### src/rtl/fetch_unit_if.sv
// Fetch-unit bus bundle: instruction-memory request/response channel and the decode-side queue.
interface fetch_unit_if;
    logic        imem_req_valid;
    logic [31:0] imem_req_addr;
    logic        imem_req_ready;
    logic        imem_resp_valid;
    logic [31:0] imem_resp_data;
    logic        inst_valid;
    logic [31:0] inst_pc;
    logic [31:0] inst;
    logic        inst_ready;

    modport master (
        output imem_req_valid, imem_req_addr, inst_valid, inst_pc, inst,
        input  imem_req_ready, imem_resp_valid, imem_resp_data, inst_ready
    );

    modport slave (
        input  imem_req_valid, imem_req_addr, inst_valid, inst_pc, inst,
        output imem_req_ready, imem_resp_valid, imem_resp_data, inst_ready
    );
endinterface

### src/rtl/fetch_unit.sv
// Instruction-fetch front end: one outstanding imem request at a time, responses tagged with
// their PC and queued in a small FIFO for decode; redirect flushes the queue and any in-flight fetch.
module fetch_unit #(
    parameter int unsigned DEPTH = 4
) (
    input  logic         clk,
    input  logic         rst_n,
    input  logic [31:0]  curr_pc_i,
    output logic         pc_enable_o,
    input  logic         redirect_i,
    fetch_unit_if.master bus_io
);
    localparam int unsigned PtrW = (DEPTH > 1) ? $clog2(DEPTH) : 1;
    localparam int unsigned CntW = PtrW + 1;
    localparam logic [CntW-1:0] Full = CntW'(DEPTH);

    typedef enum logic [1:0] {StIdle, StReq, StWait, StDiscard} state_e;

    state_e          state_q, state_d;
    logic [31:0]     req_pc_q, req_pc_d;
    logic [PtrW-1:0] wptr_q, wptr_d, rptr_q, rptr_d;
    logic [CntW-1:0] count_q, count_d, count_after;
    logic [31:0]     pc_mem_q   [DEPTH];
    logic [31:0]     data_mem_q [DEPTH];
    logic            push, pop, handshake, not_empty;
    logic            req_valid;
    logic [31:0]     req_addr;

    assign not_empty = (count_q != '0);
    assign pop       = not_empty & bus_io.inst_ready & ~redirect_i;
    // Occupancy after a push in this cycle; only consulted in StWait when a push happens.
    assign count_after = count_q + CntW'(1) - CntW'(pop);

    always_comb begin
        state_d   = state_q;
        req_pc_d  = req_pc_q;
        push      = 1'b0;
        handshake = 1'b0;
        req_valid = 1'b0;
        req_addr  = '0;
        unique case (state_q)
            StIdle: begin
                if (!redirect_i && count_q < Full) state_d = StReq;
            end
            StReq: begin
                if (redirect_i) begin
                    state_d = StIdle;
                end else begin
                    req_valid = 1'b1;
                    req_addr  = curr_pc_i;
                    if (bus_io.imem_req_ready) begin
                        handshake = 1'b1;
                        req_pc_d  = curr_pc_i;
                        state_d   = StWait;
                    end
                end
            end
            StWait: begin
                if (redirect_i) begin
                    state_d = bus_io.imem_resp_valid ? StIdle : StDiscard;
                end else if (bus_io.imem_resp_valid) begin
                    push    = 1'b1;
                    state_d = (count_after < Full) ? StReq : StIdle;
                end
            end
            StDiscard: begin
                if (bus_io.imem_resp_valid) state_d = StIdle;
            end
            default: state_d = StIdle;
        endcase
    end

    always_comb begin
        wptr_d  = wptr_q;
        rptr_d  = rptr_q;
        count_d = count_q;
        if (redirect_i) begin
            wptr_d  = '0;
            rptr_d  = '0;
            count_d = '0;
        end else begin
            if (push) wptr_d = wptr_q + PtrW'(1);
            if (pop)  rptr_d = rptr_q + PtrW'(1);
            count_d = count_q + CntW'(push) - CntW'(pop);
        end
    end

    always_ff @(posedge clk or negedge rst_n) begin
        if (!rst_n) begin
            state_q  <= StIdle;
            req_pc_q <= '0;
            wptr_q   <= '0;
            rptr_q   <= '0;
            count_q  <= '0;
        end else begin
            state_q  <= state_d;
            req_pc_q <= req_pc_d;
            wptr_q   <= wptr_d;
            rptr_q   <= rptr_d;
            count_q  <= count_d;
        end
    end

    // Payload storage needs no reset: the head is only exposed while the queue is non-empty.
    always_ff @(posedge clk) begin
        if (push) begin
            pc_mem_q[wptr_q]   <= req_pc_q;
            data_mem_q[wptr_q] <= bus_io.imem_resp_data;
        end
    end

    assign pc_enable_o           = handshake | redirect_i;
    assign bus_io.imem_req_valid = req_valid;
    assign bus_io.imem_req_addr  = req_addr;
    assign bus_io.inst_valid     = not_empty;
    assign bus_io.inst_pc        = not_empty ? pc_mem_q[rptr_q]   : '0;
    assign bus_io.inst           = not_empty ? data_mem_q[rptr_q] : '0;
endmodule

### src/flat_wrapper.sv
// flat-port wrapper written by rule: the top's interface ports become plain ports
module fetch_unit_flat 
#(
    parameter int unsigned DEPTH = 4
)
  (clk, rst_n, curr_pc_i, pc_enable_o, redirect_i, bus_io_imem_req_valid, bus_io_imem_req_addr, bus_io_inst_valid, bus_io_inst_pc, bus_io_inst, bus_io_imem_req_ready, bus_io_imem_resp_valid, bus_io_imem_resp_data, bus_io_inst_ready);
  fetch_unit_if bus_io_i ();
  input  logic clk;
  input  logic rst_n;
  input  logic [31:0] curr_pc_i;
  output logic pc_enable_o;
  input  logic redirect_i;
  output wire logic [$bits(bus_io_i.imem_req_valid)-1:0] bus_io_imem_req_valid;
  output wire logic [$bits(bus_io_i.imem_req_addr)-1:0] bus_io_imem_req_addr;
  output wire logic [$bits(bus_io_i.inst_valid)-1:0] bus_io_inst_valid;
  output wire logic [$bits(bus_io_i.inst_pc)-1:0] bus_io_inst_pc;
  output wire logic [$bits(bus_io_i.inst)-1:0] bus_io_inst;
  input wire logic [$bits(bus_io_i.imem_req_ready)-1:0] bus_io_imem_req_ready;
  input wire logic [$bits(bus_io_i.imem_resp_valid)-1:0] bus_io_imem_resp_valid;
  input wire logic [$bits(bus_io_i.imem_resp_data)-1:0] bus_io_imem_resp_data;
  input wire logic [$bits(bus_io_i.inst_ready)-1:0] bus_io_inst_ready;
  assign bus_io_imem_req_valid = bus_io_i.imem_req_valid;
  assign bus_io_imem_req_addr = bus_io_i.imem_req_addr;
  assign bus_io_inst_valid = bus_io_i.inst_valid;
  assign bus_io_inst_pc = bus_io_i.inst_pc;
  assign bus_io_inst = bus_io_i.inst;
  assign bus_io_i.imem_req_ready = bus_io_imem_req_ready;
  assign bus_io_i.imem_resp_valid = bus_io_imem_resp_valid;
  assign bus_io_i.imem_resp_data = bus_io_imem_resp_data;
  assign bus_io_i.inst_ready = bus_io_inst_ready;
  fetch_unit #(.DEPTH(DEPTH)) u_core (.clk(clk), .rst_n(rst_n), .curr_pc_i(curr_pc_i), .pc_enable_o(pc_enable_o), .redirect_i(redirect_i), .bus_io(bus_io_i));
endmodule
### config.mk
export PLATFORM = sky130hd
export DESIGN_NAME = fetch_unit_flat
export DESIGN_NICKNAME = d
export VERILOG_FILES = /design/src/rtl/fetch_unit_if.sv /design/src/rtl/fetch_unit.sv /design/src/flat_wrapper.sv
export SDC_FILE = /design/constraint.sdc
export NUM_CORES = 1
export LEC_CHECK = 0
export ABC_AREA = 1
export BUFFER_PORTS_ARGS = -buffer_cell sky130_fd_sc_hd__buf_2
export CAP_MARGIN = 10
export CORE_UTILIZATION = 50
export CTS_BUF_LIST = sky130_fd_sc_hd__clkbuf_16
export CTS_CLUSTER_SIZE = 10
export DETAILED_ROUTE_END_ITERATION = 10
export PLACE_DENSITY = 0.71
export SETUP_SLACK_MARGIN = 0.4
export SLEW_MARGIN = 25
export SYNTH_ARGS = -nofsm -noshare
export SYNTH_HDL_FRONTEND = slang
export SYNTH_SLANG_ARGS = --single-unit
### constraint.sdc
create_clock -name clk -period 5.5 [get_ports clk]
set_input_delay 0.55 -clock clk [delete_from_list [all_inputs] [get_ports clk]]
set_output_delay 0.55 -clock clk [all_outputs]
set_load 0.005 [all_outputs]
# --- Word-level counts from Yosys, hierarchy flattened ---
# Memory sizes are Yosys's and may differ from the RTL's.
# Cells that the tools add are included.
totals:
  register_bits: 41
  ramBits: 256
  wordCells: 62
  n_memories: 2
classes:
  addsub: 6
  order_cmp: 2
  eq_ne: 7
  mux: 28
  bitwise: 4
  reduce_logical: 8
mem_list:
  columns: ["memory", "depth", "width", "rd", "rd_clocked_by_memory_dff", "write_ports", "line", "rtl"]
  rows:
  - ["u_core.data_mem_q", 4, 32, 1, 0, 1, "fetch_unit.sv:24", "logic [31:0] data_mem_q [DEPTH];"]
  - ["u_core.pc_mem_q", 4, 32, 1, 0, 1, "fetch_unit.sv:23", "logic [31:0] pc_mem_q [DEPTH];"]
ops:
  columns: ["op", "count"]
  rows:
  - ["$mux 32", 4]
  - ["$mux 2", 11]
  - ["$mux 1", 11]
  - ["$pmux 2 s4", 1]
  - ["$lt 3x3->1 const B", 2]
  - ["$ne 3x3->1 const B", 2]
  - ["$sub 3x1->3", 2]
  - ["$add 2x1->2 const B", 2]
  - ["$eq 2x2->1 const B", 2]
  - ["$reduce_and 4->1", 1]
  - ["$reduce_bool 2->1", 2]
  - ["$add 3x1->3", 1]
  - ["$add 3x1->3 const B", 1]
  - ["$mux 3", 1]
  - ["$reduce_and 3->1", 1]
  - ["$reduce_bool 3->1", 1]
  - ["$and 1x1->1", 2]
  - ["$eq 2x1->1 const B", 1]
  - ["$logic_not 2->1", 1]
  - ["$ne 2x1->1 const B", 1]
  - ["$ne 2x2->1 const B", 1]
  - ["$logic_and 1x1->1", 1]
  - ["$logic_not 1->1", 1]
  - ["$not 1->1", 1]
  - ["$or 1x1->1", 1]

# --- Longest topological paths before layout ---
# Gate-level depths: netlist (run 1).
logic_depth:
  word_depth: 9
  mapped_depth: 12

# --- Worst setup path after synthesis (run 1) ---
# No wires, ideal clock.
synth_timing:
  kind: "input port to flip-flop"
  start: "input port redirect_i"
  end: "memory u_core.data_mem_q[0][0] (enable)"
  arrival_time_ns: 3.696
  t_required_ns: 5.013
  setup_slack_ns: 1.318
  path_stages: 4
  path_buffers: 1
  cell_sequence: "buf_4 inv_4 nand4_1 nor2_1"
synth_via:
  elab_chain_len: 4
synth_rtl:
  columns: ["element", "line", "rtl"]
  rows:
  - ["start, declared", "flat_wrapper.sv:12", "input logic redirect_i;"]
  - ["$mux 1", "fetch_unit.sv:59", "if (redirect_i) begin"]
  - ["$mux 1", "fetch_unit.sv:41", "unique case (state_q)"]
  - ["$mux 1", "fetch_unit.sv:106", "if (push) begin"]
  - ["$mux 1 (not written as such)", "fetch_unit.sv:108", "data_mem_q[wptr_q] <= bus_io.imem_resp_data;"]
  - ["end, declared", "fetch_unit.sv:24", null]
# No other way between the ends.

# --- Final worst setup path (run 1) ---
layout_timing:
  start: "register u_core.rptr_q[0]"
  end: "output port bus_io_inst_pc[25]"
layout_via:
  elab_chain_len: 2
layout_rtl:
  columns: ["element", "line", "rtl"]
  rows:
  - ["start, declared", "fetch_unit.sv:21", "logic [PtrW-1:0] wptr_q, wptr_d, rptr_q, rptr_d;"]
  - ["start signal, assigned", "fetch_unit.sv:99", "rptr_q <= rptr_d;"]
  - ["$mem_v2 4x32", null, null]
  - ["$mux 32", "fetch_unit.sv:116", "assign bus_io.inst_pc = not_empty ? pc_mem_q[rptr_q] : '0;"]
  - ["end, declared", "flat_wrapper.sv:16", "output wire logic [$bits(bus_io_i.inst_pc)-1:0] bus_io_inst_pc;"]
# No other way between the ends.

==> run metrics, run 1 <==
grt ovf 0; Syn Area/Cell between 10 and 15 sq um; syn_nets between 1000 and 1500; Synth top area share 63.88%; Routed Antenna Nets 0; Worst Clk Skew 0.009717 ns; status finished, final reports clean; post-synthesis cell type count 25; DR DRC count 0; grt met3 use 3.276%; Vias/cell between 5 and 6; register bit count reported by yosys 297; PwrDens 448.7 nW/um^2; initial antenna violation count 1; worst hold-check path type in2async; CTS tree done; CTS Root Cell clkbuf_16; P_int approximately 4400 uW; Gates resized, CTS repair 0; Crit-path slowest cell clkinv_2; Setup-failing EPs final 0; crit path launch type flip-flop; CTS clk-pin slew, worst paths approximately 0.050 ns; largest net degree at the start of global routing 86; Switching Power 1921 uW; crit-path max cell delay between 0.8 and 0.9 ns; Buffers on Ports around 170; worst vdd ir between 0.0002 and 0.0003 V; DR pass1 iterations 5; Slew @ Worst Pin 1.035 ns; CTS H-tree lvls 2; met1 Usage GRT between 20 and 30%; CP required ~5 ns; busiest grt layer met2; die width about 160 um; Tcrit/Tclk final 66.71%; vias in the first global route between 7000 and 8000; max-cap violation count 0; Nets 1256; worst r2r src u_core.state_q[0]$_DFFE_PN0P_; net switching share of the total power 30.36%; clk_lat worst skew approximately 0.50 ns; minimum clock period 3.669 ns; Clock Tree Buf Depth 3; combinational share of power 22.0%; layout filler cell count between 1500 and 2000; P&R area growth vs syn 17.17%; Core Box Area 23540 sq um; sequential power share 46.5%; R2R Path End u_core.data_mem_q[3][8]$_DFFE_PP_; RSZ-0062 raised after global routing no; FF-to-FF setup slack 3.07 ns; post-DP HPWL about 15000 um; cts bufs inserted 35; I/O pin total 169; Inserted Diodes 0; hold_buf cts 0; normalized max-slew margin 31.03%; critical-path cell list clkinv_2 -> buf_4 -> o21ai_0 -> a21oi_1 -> buf_2; Die H roughly 160 um; Synth area leader edfxtp_1; sequential area share after synthesis 72.41%; FMAX 272.5 MHz; synthesized instance count 1019; Final Hold Violating Endpoints 0; Post-CTS Setup Inserts 0; Starting Density roughly half; first-pass GRT wire length 40300 um; met2 usage in global routing a little under two fifths; Synth warnings 0; clock share of power between 30% and 40%; Crit Path Class reg2out; Final GP Congestion 0.7830; crit path DAT 3.12 ns; crit-path max FO 85; share of layout cells above drive strength 1 21.38%; pins over their slew limit 0; clock sinks 297; total power 6327 uW; First DRT Iteration DRCs 618; synthesized area between 10000 and 15000 sq um; crit path capture type output port; DR WL/cell around 17 um; top post-synthesis cells by area edfxtp_1 (64%), nor2_1 (9.4%), dfrtp_1 (8.5%); DRT Wirelength 25760 um; Rows 56; total track usage a little over a fifth; die footprint roughly 25000 sq um; Leak Pwr roughly 0.0057 uW; Setup TNS Final 0 ns; vias slightly below 8000; R2R cell count 4
## routing by layer
metal	routed length, um	share of wire, %	vias to the layer above
met5	13	0.050	-
met4	408	1.6	2
met3	1400	5.4	38
met2	12810	50	244
met1	11130	43	3767
li1	-	-	3806
## flip-flops by register name (all words and copies together) (netlist names)
register,flops
u_core.data_mem_q,128
u_core.pc_mem_q,128
u_core.req_pc_q,32
u_core.count_q,3
u_core.rptr_q,2
u_core.state_q,2
u_core.wptr_q,2
## worst max-delay path by stage
stage | from | endpoint | slack (ns) | cells past startpoint
final | u_core.rptr_q[0]$_DFFE_PN0P_ | bus_io_inst_pc[25] | 1.83 | 5
after floorplan | redirect_i | u_core.data_mem_q[0][0]$_DFFE_PP_ | 1.32 | 4
after global routing | u_core.rptr_q[0]$_DFFE_PN0P_ | bus_io_inst[24] | 1.64 | 5
after CTS | u_core.rptr_q[0]$_DFFE_PN0P_ | bus_io_inst_pc[25] | 1.87 | 5
after global placement | u_core.rptr_q[0]$_DFFE_PN0P_ | bus_io_inst_pc[25] | 2.48 | 5
after detailed placement | u_core.rptr_q[0]$_DFFE_PN0P_ | bus_io_inst_pc[25] | 2.39 | 5
## power by group through the flow
stage	combinational (uW)	clock, uW	sequential (uW)
6_report	1390	1990	2940
5_1_grt	1580	2120	2970
4_1_cts	1410	2030	2940
3_5_place_dp	1400	0	2980
3_3_place_gp	1360	0	2970
2_1_floorplan	945	0	2900
## through the flow
step	setup WS (ns)	utilization, %	instance area, sq um	cells	hold WS (ns)
final	1.831	59.89	14100	1521	0.1223
after detailed placement	2.392	55.59	13090	1460	0.4987
after floorplan	1.318	-	12030	1019	0.2544
after global placement	2.476	55.47	13060	1459	0.4935
after global routing	1.636	59.89	14100	1521	0.1822
after CTS	1.866	59.89	14100	1521	0.1355
## worst max-delay path, delay by kind of cell, from the launching register on
kind	cells	cell delay [ns]
compound gates	2	0.36
buf+inv	3	1.60
flops	1	0.58
## layout make-up
type / count / area [sq um] / share of cell area (%)
clock buffer: 36 / 900.9 / 6.389
clock inverter: 25 / 111.4 / 0.7898
inverter: 57 / 217.7 / 1.544
multi-input combinational: 606 / 2794 / 19.82
sequential: 297 / 8718 / 61.83
tap: 319 / 399.1 / 2.831
timing repair buffer: 181 / 958.4 / 6.797
## placed cells by master, fill, tap and decap left out, drive strengths merged
master and count:
nor2 303, edfxtp 256, buf 181, o21ai 164, inv 79, a21oi 65, nand2 56, dfrtp 41
clkbuf 36, nand3 7, ha 7, clkinv 3, xor2 2, nand4 1, fa 1
## cells by family after synthesis
logic type | count (synthesis) | share of synthesized area [%]
buf+inv | 116 | 4.627
fa+ha+maj | 8 | 0.8941
compound gates | 229 | 10.24
xor+xnor | 2 | 0.1456
simple gates | 367 | 11.69
flops | 297 | 72.41
## Yosys cell counts
library cell	instances
nand4_1	1
ha_1	7
inv_1	51
inv_2	5
nor2_4	1
nand2_4	1
nor2_1	302
fa_1	1
o21ai_2	23
buf_2	10
o21ai_1	9
clkbuf_2	13
a21oi_1	65
buf_6	6
o21ai_0	132
edfxtp_1	256
xor2_1	2
clkbuf_1	9
inv_4	1
dfrtp_1	41
nand3_1	7
nand2_2	1
buf_1	9
buf_4	12
nand2_1	54
No activity file was read; power rests on OpenSTA's default activity.
==> run 2: changes to the inputs <==
==> constraint.sdc (replaced) <==
create_clock -name clk -period 3.65 [get_ports clk]
set_input_delay 0.365 -clock clk [delete_from_list [all_inputs] [get_ports clk]]
set_output_delay 0.365 -clock clk [all_outputs]
set_load 0.005 [all_outputs]
==> run 2 against run 1 <==
Net effect:
- register-to-register slack lost 1.7 ns
- sequential power up 51%
- cell count is essentially flat
- worst setup slack got worse by 0.95 ns
- first-iteration DRC count shrank 22%
- critical path type unchanged
- largest cell class unchanged
- largest power group unchanged
==> run metrics, run 2 (same netlist as run 1, synthesis figures left out) <==
Inst Count DP 1459 (-0.068%); first-pass GRT wire length 39480 um (-2.0%); PwrDens 675.5 nW/um^2 (+51%); net switching share of the total power 30.12% (-0.24 points); Inserted Diodes 0 (unchanged); Vias/cell 5.143 (-0.43%); CP bufs+invs 4 (+1); critical-path cell list inv_1 -> nand3_1 -> inv_2 -> buf_12 -> a21oi_1 -> buf_2; die footprint 24690 sq um (unchanged); DRT Wirelength 25500 um (-1.0%); vias 7828 (-0.37%); final cell count without fillers 1522 (+0.066%); worst vdd ir 0.0004934 V (+97%); crit-path max FO 33 (-61%); Final GP Congestion 0.7461 (-4.7%); largest net degree at the start of global routing 130 (+51%); combinational share of power 22.1% (about the same); crit-path max cell delay 0.60 ns (-0.22 ns); layout filler cell count 1943 (+2.6%); worst hold-check path type in2reg; commonest non-fill, non-tap cell in the layout nor2_1; CTS tree done; cts bufs inserted 35 (unchanged); Setup-failing EPs final 0 (unchanged); total track usage 21.13% (-0.25 points); FMAX around 360 MHz; grt ovf 0 (unchanged); Tcrit/Tclk final between 70% and 80%; CTS clk-pin slew, worst paths 0.05 ns (about the same); status finished, final reports clean; share of layout cells above drive strength 1 21.20% (-0.18 points); Final Hold Violating Endpoints 0 (unchanged); First DRT Iteration DRCs 479 (-22%); RSZ-0062 raised after global routing no; Clock Tree Buf Depth 3 (unchanged); Buffers on Ports 168 (unchanged); Leak Pwr 0.005746 uW (+0.72%); Gates resized, CTS repair 0 (unchanged); crit path DAT 2.41 ns (-0.71 ns); Die H 157.1 um (unchanged); clock share of power 31.6% (about the same); sequential power share 46.3% (-0.2 points); Switching Power 2888 uW (+50%); minimum clock period 2.770 ns; P_int 6699 uW (+52%); CTS Root Cell clkbuf_16; Core Box Area 23540 sq um (unchanged); Slew @ Worst Pin 0.8776 ns (-0.1570 ns); Worst Clk Skew 0.01129 ns (+0.001576 ns); I/O pin total 169 (unchanged); Rows 56 (unchanged); Routed Antenna Nets 0 (unchanged); DR DRC count 0 (unchanged); DR pass1 iterations 6 (+1); Placed Instance Area 13160 sq um (+0.55%); Crit path max-delay family buffers and inverters; vias in the first global route 7553 (-3.0%); Non-Filler Cell Area, Final 14190 sq um (+0.66%); die width 157.1 um (unchanged); Crit-path slowest cell inv_2; max-cap violation count 0 (unchanged); pins over their slew limit 0 (unchanged); clock sinks 297 (unchanged); CTS H-tree lvls 2 (unchanged); crit path capture type output port; commonest cells after routing, fill and taps aside nor2_1 (298), edfxtp_1 (256), buf_2 (167); DR WL/cell 16.76 um (-1.1%); Crit Path Class reg2out; CP required 3.28 ns (-1.67 ns); Post-CTS Setup Inserts 0 (unchanged); initial antenna violation count 1 (unchanged); largest registers u_core.data_mem_q x128, u_core.pc_mem_q x128, u_core.req_pc_q x32; clk_lat worst skew 0.50 ns (about the same); Starting Density 51.12% (unchanged); crit path launch type flip-flop; post-DP HPWL 13900 um (-6.6%); hold_buf cts 0 (unchanged); Nets 1256 (unchanged); P&R area growth vs syn 17.94%; normalized max-slew margin 41.49% (+10 points)
==> run 2: layout make-up <==
class	count	area (sq um)	area share (%)
flip-flops and latches	297	8718	61.43
clock inverters	25	93.84	0.6612
repair buffers	181	1044	7.353
multi-input cells	606	2794	19.69
clock buffers	37	925.9	6.524
inverters	57	217.7	1.534
well taps	319	399.1	2.812
==> run 2: routing by layer <==
layer | global-route usage [%] | part of all wire, % | up-vias
met5 | 0 | 0.067 | -
met4 | 6.842 | 2.1 | 2
met3 | 3.910 | 5.7 | 43
met2 | 35.53 | 49 | 232
met1 | 27.84 | 43 | 3746
li1 | - | - | 3805
==> run 2: stage by stage <==
stage / setup TNS, ns / total power [uW] / setup slack [ns] / hold slack [ns] / utilization (%)
after detailed placement: 0 / 6640 / 1.225 / 0.5052 / 55.90
after global placement: 0 / 6579 / 1.265 / 0.4921 / 55.90
after CTS: 0 / 9674 / 0.8532 / 0.06422 / 60.23
final: 0 / 9587 / 0.8799 / 0.08437 / 60.28
after floorplan: -88.86 / 5788 / -0.3471 / 0.06941 / -
after global routing: 0 / 10110 / 0.6837 / 0.06657 / 60.28
==> run 2: worst paths after layout <==
path / start / endpoint / slack (ns) / depth (start not counted)
worst min-delay path: bus_io_imem_resp_data[0] / u_core.data_mem_q[2][0]$_DFFE_PP_ / 0.08 / 1
worst max register to register: u_core.count_q[1]$_DFF_PN0_ / u_core.count_q[2]$_DFF_PN0_ / 1.36 / 11
worst min register to register: u_core.req_pc_q[22]$_DFFE_PN0P_ / u_core.pc_mem_q[1][22]$_DFFE_PP_ / 0.52 / 0
min in group asynchronous: rst_n / u_core.req_pc_q[16]$_DFFE_PN0P_ / 0.42 / 2
max in group asynchronous: rst_n / u_core.rptr_q[0]$_DFFE_PN0P_ / 2.78 / 2
worst max-delay path: u_core.count_q[2]$_DFF_PN0_ / bus_io_inst_pc[31] / 0.88 / 6
==> run 2: power by group through the flow <==
stage / combinational (uW) / sequential [uW] / clock, uW
4_1_cts: 2150 / 4430 / 3090
2_1_floorplan: 1420 / 4360 / 0
5_1_grt: 2400 / 4480 / 3230
3_3_place_gp: 2100 / 4480 / 0
6_report: 2120 / 4440 / 3030
3_5_place_dp: 2140 / 4500 / 0
==> run 3: changes to the inputs <==
==> constraint.sdc (replaced) <==
create_clock -name clk -period 2.6 [get_ports clk]
set_input_delay 0.26 -clock clk [delete_from_list [all_inputs] [get_ports clk]]
set_output_delay 0.26 -clock clk [all_outputs]
set_load 0.005 [all_outputs]
==> run 3 against run 2 <==
Net effect:
- global-route usage grew 0.54 points
- cell count is 3.8% higher
- non-clock buffer count up 63
- worst setup slack worse by 0.47 ns
- sequential share of layout area decreased by 3.7 points
- via count is 3.9% higher
- critical path depth increased by 1
- die area stayed put
- register-to-register slack lost 0.85 ns
- count of clock-buffer cells in the layout did not move
- largest cell class unchanged
==> run metrics, run 3 (same netlist as run 1, synthesis figures left out) <==
status finished, final reports clean; PwrDens 949.3 nW/um^2 (+41%); Tcrit/Tclk final roughly 84%; Core Box Area 23540 sq um (unchanged); Setup TNS Final 0 ns (unchanged); crit path launch type flip-flop; CP required 2.34 ns (-0.94 ns); Nets 1319 (+5.0%); First DRT Iteration DRCs 629 (+31%); Min-Delay Endpoint u_core.req_pc_q[28]$_DFFE_PN0P_; Hold Startpoint curr_pc_i[28]; Rows 56 (unchanged); post-DP HPWL 13820 um (-0.53%); Worst Clk Skew 0.01431 ns (+0.003014 ns); CTS clk-pin slew, worst paths 0.05 ns (about the same); pins over their slew limit 0 (unchanged); die footprint 24690 sq um (unchanged); worst r2r src u_core.count_q[1]$_DFF_PN0_; clk_lat worst skew 0.50 ns (about the same); commonest cells after routing, fill and taps aside nor2_1 (266), edfxtp_1 (256), buf_2 (168); CTS Root Cell clkbuf_16; Inserted Diodes 0 (unchanged); worst vdd ir 0.0005171 V (+4.8%); R2R cell count 11 (unchanged); Final Hold Violating Endpoints 0 (unchanged); die width 157.1 um (unchanged); crit path capture type output port; RSZ-0062 raised after global routing yes; I/O pin total 169 (unchanged); minimum clock period about 2.2 ns; total track usage 21.67% (+0.54 points); vias in the first global route 7718 (+2.2%); crit-path max cell delay 0.52 ns (-0.08 ns); max-cap violation count 0 (unchanged); first-pass GRT wire length 40280 um (+2.0%); Crit-path slowest cell dfrtp_4; initial antenna violation count 0 (-1); Hold Path Cell Cnt 3 (+2); Vias/cell 5.147 (about the same); cts bufs inserted 35 (unchanged); CTS tree done; FF-to-FF setup slack 0.51 ns (-0.85 ns); DR pass1 iterations 5 (-1); crit path DAT 1.93 ns (-0.48 ns); P&R area growth vs syn 25.55%; final cell count without fillers 1580 (+3.8%); layout filler cell count 1801 (-7.3%); DR DRC count 0 (unchanged); vias 8132 (+3.9%); crit-path max FO 6 (-82%); Die H 157.1 um (unchanged); Slew @ Worst Pin 0.6019 ns (-0.2757 ns); largest net degree at the start of global routing 65 (-50%); Setup-failing EPs final 0 (unchanged); FMAX 456.1 MHz; Starting Density 51.12% (unchanged); R2R Path End u_core.count_q[2]$_DFF_PN0_; Clock Tree Buf Depth 3 (unchanged); Buffers on Ports 168 (unchanged); share of layout cells above drive strength 1 25.61% (+4.4 points); CTS H-tree lvls 2 (unchanged); grt ovf 0 (unchanged); DRT Wirelength 27720 um (+8.7%); Leak Pwr 0.006123 uW (+6.6%); commonest non-fill, non-tap cell in the layout nor2_1; Inst Count DP 1470 (+0.75%); DR WL/cell 17.54 um (+4.7%); critical-path cell list buf_12 -> buf_8 -> nor2_4 -> nor2_2 -> o21ai_1 -> a21oi_2 -> buf_2; Crit Path Class reg2out; worst hold-check path type in2reg; clock sinks 297 (unchanged); Final GP Congestion 0.7742 (+3.8%); normalized max-slew margin 59.87% (+18 points); Routed Antenna Nets 0 (unchanged); largest registers u_core.data_mem_q x128, u_core.pc_mem_q x128, u_core.req_pc_q x32
[run 3: power by group]
| part | switching, uW | internal (uW) | total, uW |
|---|---|---|---|
| Combinational | 2300 | 1630 | 3930 |
| Sequential | 367 | 5810 | 6170 |
| Clock | 1710 | 2530 | 4230 |
[run 3: worst max-delay path by stage]
stage / depth (start not counted) / startpoint / to
after global placement: 11 / u_core.count_q[1]$_DFF_PN0_ / u_core.count_q[2]$_DFF_PN0_
after detailed placement: 5 / u_core.rptr_q[0]$_DFFE_PN0P_ / bus_io_inst_pc[4]
after floorplan: 3 / u_core.state_q[0]$_DFFE_PN0P_ / u_core.data_mem_q[0][0]$_DFFE_PP_
after global routing: 7 / u_core.rptr_q[0]$_DFFE_PN0P_ / bus_io_inst_pc[30]
after CTS: 5 / u_core.rptr_q[0]$_DFFE_PN0P_ / bus_io_inst_pc[4]
final: 7 / u_core.rptr_q[0]$_DFFE_PN0P_ / bus_io_inst_pc[4]
[run 3: layout make-up]
type	instances	area [sq um]	area share [%]
well taps	319	399.1	2.642
multi-input cells	606	2924	19.35
repair buffers	244	1841	12.18
clock buffers	37	925.9	6.128
clock inverters	20	75.07	0.4969
flip-flops and latches	297	8720	57.71
inverters	57	224.0	1.482
[run 3: stage by stage]
step	util [%]	total power (uW)	area (sq um)	hold slack, ns	worst slack [ns]
floorplan	-	8127	12070	-0.03559	0.2234
global placement	56.09	9221	13210	0.2946	0.5446
detailed placement	56.09	9292	13210	0.2955	0.4675
CTS	62.59	13860	14740	0.008552	0.3506
global route	64.17	15050	15110	0.02486	0.3245
finish	64.17	14340	15110	0.02542	0.4077
[run 3: timing repair]
action | 4_1_cts | 5_1_grt
pin swaps | 4 | 24
setup endpoints to repair | 64 | 67
setup buffers | 6 | 2
endpoints found under the hold margin | 149 | 0
hold buffers | 33 | 0
gates resized for setup | 11 | 82
gates cloned | 3 | 9
[run 3: layer usage]
layer  track usage (%)  part of all wire (%)
met1             29.53                    44
met2             35.85                    48
met3             3.442                   6.0
met4             6.889                   2.1
met5                 0                     0
[run 3: critical path: cells and delay by family, from the launching register on]
kind | cells | cell delay (ns)
flip-flops | 1 | 0.52
buffers and inverters | 3 | 0.46
AO/OA/AOI/OAI | 2 | 0.31
AND/OR/NAND/NOR | 2 | 0.14
